===== config.mk =====
export PLATFORM = sky130hd
export DESIGN_NAME = dsi_lane_hs_ctrl_flat
export DESIGN_NICKNAME = d
export VERILOG_FILES = /design/src/rtl/dsi_lane_hs_ctrl_if.sv /design/src/rtl/dsi_lane_hs_ctrl.sv /design/src/flat_wrapper.sv
export SDC_FILE = /design/constraint.sdc
export NUM_CORES = 1
export LEC_CHECK = 0
export ABC_AREA = 1
export CAP_MARGIN = 10
export CORE_MARGIN = 3
export CORE_UTILIZATION = 45
export DETAILED_ROUTE_END_ITERATION = 10
export PLACE_DENSITY = 0.86
export SLEW_MARGIN = 0
export SYNTH_ARGS = -nofsm -noshare
export SYNTH_HDL_FRONTEND = slang
export SYNTH_SLANG_ARGS = --single-unit

===== constraint.sdc =====
create_clock -name clk -period 3.41 [get_ports clk]
set_input_delay 0.8525 -clock clk [delete_from_list [all_inputs] [get_ports clk]]
set_output_delay 0.8525 -clock clk [all_outputs]
set_load 0.02 [all_outputs]

===== src/rtl/dsi_lane_hs_ctrl_if.sv =====
// Upstream bridge <-> DSI lane controller signal bundle.
// The bridge side is the master; the lane controller is the slave.
interface dsi_lane_hs_ctrl_if;
    logic       mode_lp;
    logic       start_rqst;
    logic       fin_rqst;
    logic [7:0] inp_data;
    logic       data_rqst;
    logic       lp_p;
    logic       lp_n;
    logic       hs_en;
    logic [7:0] hs_byte;
    logic       hs_valid;
    logic       busy;
    logic       lp_rqst_err;

    modport master (
        output mode_lp, start_rqst, fin_rqst, inp_data,
        input  data_rqst, lp_p, lp_n, hs_en, hs_byte, hs_valid, busy, lp_rqst_err
    );

    modport slave (
        input  mode_lp, start_rqst, fin_rqst, inp_data,
        output data_rqst, lp_p, lp_n, hs_en, hs_byte, hs_valid, busy, lp_rqst_err
    );
endinterface


===== src/rtl/dsi_lane_hs_ctrl.sv =====
// DSI data lane high-speed burst sequencer: LP-11 -> LP-01 -> LP-00 -> HS-zero ->
// sync -> payload -> trail -> LP-11, with LP-mode requests discarded and flagged.
module dsi_lane_hs_ctrl #(
    parameter int unsigned T_LPX        = 2,
    parameter int unsigned T_HS_PREPARE = 2,
    parameter int unsigned T_HS_ZERO    = 4,
    parameter int unsigned T_HS_TRAIL   = 3,
    parameter int unsigned T_HS_EXIT    = 2
) (
    input  logic               clk,
    input  logic               rst,
    dsi_lane_hs_ctrl_if.slave  bus
);

    localparam int unsigned CNT_W     = 8;
    localparam int unsigned BYTE_W    = 8;
    localparam logic [BYTE_W-1:0] SYNC_BYTE = 8'hB8;

    typedef enum logic [3:0] {
        S_IDLE,
        S_LPX,
        S_PREP,
        S_ZERO,
        S_SYNC,
        S_DATA,
        S_TRAIL,
        S_EXIT,
        S_DISCARD
    } state_t;

    state_t             state_q, state_d;
    logic [CNT_W-1:0]   cnt_q, cnt_d;
    logic               fin_pending_q, fin_pending_d;
    logic               last_bit_q, last_bit_d;
    logic               lp_rqst_err_q, lp_rqst_err_d;
    logic               phase_done;

    logic               lp_p_c, lp_n_c, hs_en_c, hs_valid_c, data_rqst_c, busy_c;
    logic [BYTE_W-1:0]  hs_byte_c;

    // Counter holds remaining cycles minus one, so a phase ends when it reads zero.
    function automatic logic [CNT_W-1:0] phase_load(input state_t s);
        case (s)
            S_LPX:   phase_load = CNT_W'(T_LPX - 1);
            S_PREP:  phase_load = CNT_W'(T_HS_PREPARE - 1);
            S_ZERO:  phase_load = CNT_W'(T_HS_ZERO - 1);
            S_TRAIL: phase_load = CNT_W'(T_HS_TRAIL - 1);
            S_EXIT:  phase_load = CNT_W'(T_HS_EXIT - 1);
            default: phase_load = '0;
        endcase
    endfunction

    assign phase_done = (cnt_q == '0);

    always_ff @(posedge clk) begin
        if (rst) begin
            state_q       <= S_IDLE;
            cnt_q         <= '0;
            fin_pending_q <= 1'b0;
            last_bit_q    <= 1'b0;
            lp_rqst_err_q <= 1'b0;
        end else begin
            state_q       <= state_d;
            cnt_q         <= cnt_d;
            fin_pending_q <= fin_pending_d;
            last_bit_q    <= last_bit_d;
            lp_rqst_err_q <= lp_rqst_err_d;
        end
    end

    // Next-state, phase counter and burst-end bookkeeping.
    always_comb begin
        state_d       = state_q;
        cnt_d         = phase_done ? cnt_q : cnt_q - CNT_W'(1);
        fin_pending_d = fin_pending_q;
        last_bit_d    = last_bit_q;
        lp_rqst_err_d = 1'b0;

        case (state_q)
            S_IDLE: begin
                if (bus.start_rqst) begin
                    if (bus.mode_lp) begin
                        state_d       = S_DISCARD;
                        lp_rqst_err_d = 1'b1;
                    end else begin
                        state_d = S_LPX;
                    end
                end
            end
            S_LPX:   if (phase_done) state_d = S_PREP;
            S_PREP:  if (phase_done) state_d = S_ZERO;
            S_ZERO:  if (phase_done) state_d = S_SYNC;
            S_SYNC:  state_d = S_DATA;
            S_DATA: begin
                last_bit_d = bus.inp_data[BYTE_W-1];
                if (bus.fin_rqst || fin_pending_q) begin
                    state_d       = S_TRAIL;
                    fin_pending_d = 1'b0;
                end
            end
            S_TRAIL:   if (phase_done) state_d = S_EXIT;
            S_EXIT:    if (phase_done) state_d = S_IDLE;
            S_DISCARD: if (bus.fin_rqst) state_d = S_IDLE;
            default:   state_d = S_IDLE;
        endcase

        // An early burst end is remembered until the single payload cycle.
        if ((state_q inside {S_LPX, S_PREP, S_ZERO, S_SYNC}) && bus.fin_rqst) begin
            fin_pending_d = 1'b1;
        end

        if (state_d != state_q) begin
            cnt_d = phase_load(state_d);
        end
    end

    // Moore line/driver decode; only the payload byte passes through from the bridge.
    always_comb begin
        lp_p_c      = 1'b1;
        lp_n_c      = 1'b1;
        hs_en_c     = 1'b0;
        hs_valid_c  = 1'b0;
        hs_byte_c   = '0;
        data_rqst_c = 1'b0;
        busy_c      = (state_q != S_IDLE);

        case (state_q)
            S_IDLE:    data_rqst_c = 1'b1;
            S_LPX:     lp_p_c = 1'b0;
            S_PREP: begin
                lp_p_c  = 1'b0;
                lp_n_c  = 1'b0;
                hs_en_c = 1'b1;
            end
            S_ZERO: begin
                lp_p_c     = 1'b0;
                lp_n_c     = 1'b0;
                hs_en_c    = 1'b1;
                hs_valid_c = 1'b1;
            end
            S_SYNC: begin
                lp_p_c     = 1'b0;
                lp_n_c     = 1'b0;
                hs_en_c    = 1'b1;
                hs_valid_c = 1'b1;
                hs_byte_c  = SYNC_BYTE;
            end
            S_DATA: begin
                lp_p_c      = 1'b0;
                lp_n_c      = 1'b0;
                hs_en_c     = 1'b1;
                hs_valid_c  = 1'b1;
                hs_byte_c   = bus.inp_data;
                data_rqst_c = 1'b1;
            end
            S_TRAIL: begin
                lp_p_c     = 1'b0;
                lp_n_c     = 1'b0;
                hs_en_c    = 1'b1;
                hs_valid_c = 1'b1;
                hs_byte_c  = {BYTE_W{~last_bit_q}};
            end
            S_DISCARD: data_rqst_c = 1'b1;
            default: ;
        endcase
    end

    assign bus.lp_p        = lp_p_c;
    assign bus.lp_n        = lp_n_c;
    assign bus.hs_en       = hs_en_c;
    assign bus.hs_valid    = hs_valid_c;
    assign bus.hs_byte     = hs_byte_c;
    assign bus.data_rqst   = data_rqst_c;
    assign bus.busy        = busy_c;
    assign bus.lp_rqst_err = lp_rqst_err_q;

endmodule


===== src/flat_wrapper.sv =====
// flat-port wrapper written by rule: the top's interface ports become plain ports
module dsi_lane_hs_ctrl_flat 
#(
    parameter int unsigned T_LPX        = 2,
    parameter int unsigned T_HS_PREPARE = 2,
    parameter int unsigned T_HS_ZERO    = 4,
    parameter int unsigned T_HS_TRAIL   = 3,
    parameter int unsigned T_HS_EXIT    = 2
)
  (clk, rst, bus_mode_lp, bus_start_rqst, bus_fin_rqst, bus_inp_data, bus_data_rqst, bus_lp_p, bus_lp_n, bus_hs_en, bus_hs_byte, bus_hs_valid, bus_busy, bus_lp_rqst_err);
  dsi_lane_hs_ctrl_if bus_i ();
  input  logic clk;
  input  logic rst;
  input wire logic [$bits(bus_i.mode_lp)-1:0] bus_mode_lp;
  input wire logic [$bits(bus_i.start_rqst)-1:0] bus_start_rqst;
  input wire logic [$bits(bus_i.fin_rqst)-1:0] bus_fin_rqst;
  input wire logic [$bits(bus_i.inp_data)-1:0] bus_inp_data;
  output wire logic [$bits(bus_i.data_rqst)-1:0] bus_data_rqst;
  output wire logic [$bits(bus_i.lp_p)-1:0] bus_lp_p;
  output wire logic [$bits(bus_i.lp_n)-1:0] bus_lp_n;
  output wire logic [$bits(bus_i.hs_en)-1:0] bus_hs_en;
  output wire logic [$bits(bus_i.hs_byte)-1:0] bus_hs_byte;
  output wire logic [$bits(bus_i.hs_valid)-1:0] bus_hs_valid;
  output wire logic [$bits(bus_i.busy)-1:0] bus_busy;
  output wire logic [$bits(bus_i.lp_rqst_err)-1:0] bus_lp_rqst_err;
  assign bus_i.mode_lp = bus_mode_lp;
  assign bus_i.start_rqst = bus_start_rqst;
  assign bus_i.fin_rqst = bus_fin_rqst;
  assign bus_i.inp_data = bus_inp_data;
  assign bus_data_rqst = bus_i.data_rqst;
  assign bus_lp_p = bus_i.lp_p;
  assign bus_lp_n = bus_i.lp_n;
  assign bus_hs_en = bus_i.hs_en;
  assign bus_hs_byte = bus_i.hs_byte;
  assign bus_hs_valid = bus_i.hs_valid;
  assign bus_busy = bus_i.busy;
  assign bus_lp_rqst_err = bus_i.lp_rqst_err;
  dsi_lane_hs_ctrl #(.T_LPX(T_LPX), .T_HS_PREPARE(T_HS_PREPARE), .T_HS_ZERO(T_HS_ZERO), .T_HS_TRAIL(T_HS_TRAIL), .T_HS_EXIT(T_HS_EXIT)) u_core (.clk(clk), .rst(rst), .bus(bus_i));
endmodule

==> out/metrics.cfg <==
[yosys]
synth-edff-count=0
synthTopCellsByCount=nand2_1, nor2_1, inv_1
synth.distinct_cells=21
synthArstFlopShare_pct=0
yosysMostFrequentCell=nand2_1
syn_area_um2=1070
synthTopCellsByArea=dfxtp_1, nand2_1, nor2_2
avgSynthCellArea_um2=6.23
yosysTopAreaCell=dfxtp_1
syn-num-nets=185
post_synth_inst_count=171
ys.warnings.count=0
seq_area_frac_synth_pct=28.2
synth_seq_cells=15
yosysTopAreaCellShare_pct=28.2
ys.flop_type=dfxtp_1

[route]
wl_per_cell_um=10.6
drtAntennaViolNets=0
viasPerCell=4.85
drc=0
drtIter0Drc=23
drt_first_pass_iters=4
vias=1105
routed_wirelength_mm=2.41

[timing]
fmax_ghz=0.332
drv_slew=0
finalSetupTns_ns=0
fin_ws_ns=0.402
skew_ns=0.00407
fin_crit_ns=3.01
finalSetupViolCount=0
tightestPinTransition_ns=0.315
relSlewSlack_pct=79.0
fin_crit_sh_pct=88.2
hold_viol=0
rsz0062_at_grt=no

[cells_and_area]
layout.nets=216
final_cells=228
layout-drive-gt1-share_pct=19.4
insertedDiodeCount=0
area_delta_synth_final_pct=30.8

[setup_path]
cpMaxStageDelayCell=clkdlybuf4s50_1
worst-endpoint-required_ns=2.56
crit_type=reg -> out
crit_path_cell_trace=inv_2 > nor2_4 > inv_1 > nor3_1 > inv_1 > nor2_1 > a21oi_1 > nand2_1 > clkdlybuf4s50_1
crit_fanout=6
cp_common_cell=inv_1
crit_arrival_ns=2.16
end_kind=output port
critPathTopFamily=buffers and inverters
slowest_delay_ns=0.60
path_buf_inv=4
startpoint_type=flop

[floorplanning]
io_pins=28
placeableCoreArea_um2=2100
die_area_um2=2990
rows=16
start_util_pct=50.7
dieHeight_um=54.7
die_w_um=54.7

[grt]
grtUsageTotal_pct=18.1
antenna_found_initial=0
overflow=0
grt_pass1_wl_mm=3.92
grt_pass1_vias=951
grt_max_degree=11

[clocking]
post-cts-setup-buffers=0
clk_pin_slew_worst_paths_ns=0.09
cts_sinks=15
clock-root-buffer=clkbuf_4
tritoncts=done
cts_buffers=3
hold_buffers=0
cts_resized=0
clockBufferDepth=2
clk_latency_ns=0.29
htree_levels=1

[run]
drv_cap=0

[place]
dp.cells=224
hpwlAfterDp_mm=1.94
post-place-ws_ns=0.511
place_congestion=0.891
port_buffers=27

[run_status]
status=finished clean

[min_path]
hold_class=reg -> reg

cells in the final DEF (no fill, tap or decap), drive strengths merged:
cell           Yosys  routed
nand2             61      61
clkinv             0       1
nor3               3       3
dfxtp             15      15
a21oi              6       6
a31oi              1       1
nor2              37      37
nand3             11      11
clkbuf             0       3
inv               22      22
o21ai              5       5
xor2               5       5
nand4              1       1
clkdlybuf4s50      0      27
xnor2              2       2
ha                 1       1
final timing paths:
path	cells past startpoint	start	end	slack, ns
worst max-delay path	9	u_core.state_q[2]$_SDFF_PP0_	bus_hs_byte[3]	0.40
worst min-delay path	2	u_core.last_bit_q$_SDFFE_PP0P_	u_core.last_bit_q$_SDFFE_PP0P_	0.48
worst max register to register	13	u_core.cnt_q[0]$_SDFFE_PP0P_	u_core.cnt_q[7]$_SDFFE_PP0P_	1.67
worst min register to register	2	u_core.last_bit_q$_SDFFE_PP0P_	u_core.last_bit_q$_SDFFE_PP0P_	0.48
worst min-delay path, cell delays in order, from the launching register on:
cell     delay, ns
dfxtp_1       0.33
nand2_1       0.06
a21oi_1       0.05
final cells by class:
class / count / area, um2
flip-flops and latches: 15 / 300
inverters: 22 / 82.6
multi-input cells: 133 / 679
well taps: 27 / 33.8
fillers: 183 / 708
repair buffers: 27 / 270
clock inverters: 1 / 5.00
clock buffers: 3 / 22.5
per-stage QoR:
stage                     hold slack (ns)  cell area (um2)  util [%]
after floorplan                     0.440             1070         -
after global placement              0.459             1370      65.0
after detailed placement            0.464             1370      65.0
after CTS                           0.478             1390      66.3
after global routing                0.490             1390      66.3
final                               0.483             1390      66.3
kinds of logic after synthesis:
| family | share of synthesized area, % |
|---|---|
| DFF | 28.2 |
| adders and majority gates | 1.17 |
| and+or+nand+nor | 51.1 |
| buffers and inverters | 8.10 |
| AOI/OAI and AO/OA | 5.75 |
| xor gates and xnor gates | 5.75 |
metal layers:
layer	vias up	wire length, um	track usage (%)
met5	-	0	0
met4	0	27	7.05
met3	4	128	2.45
met2	28	1150	30.7
met1	487	1100	22.7
li1	586	-	-
flip-flops by register name (all words and copies together), names as in the netlist:
register,count
u_core.state_q,4
u_core.fin_pending_q,1
u_core.cnt_q,8
u_core.bus.lp_rqst_err,1
u_core.last_bit_q,1
Power is not shown: default switching activity piles up to over one toggle a cycle in this logic, so the estimate is an artifact.
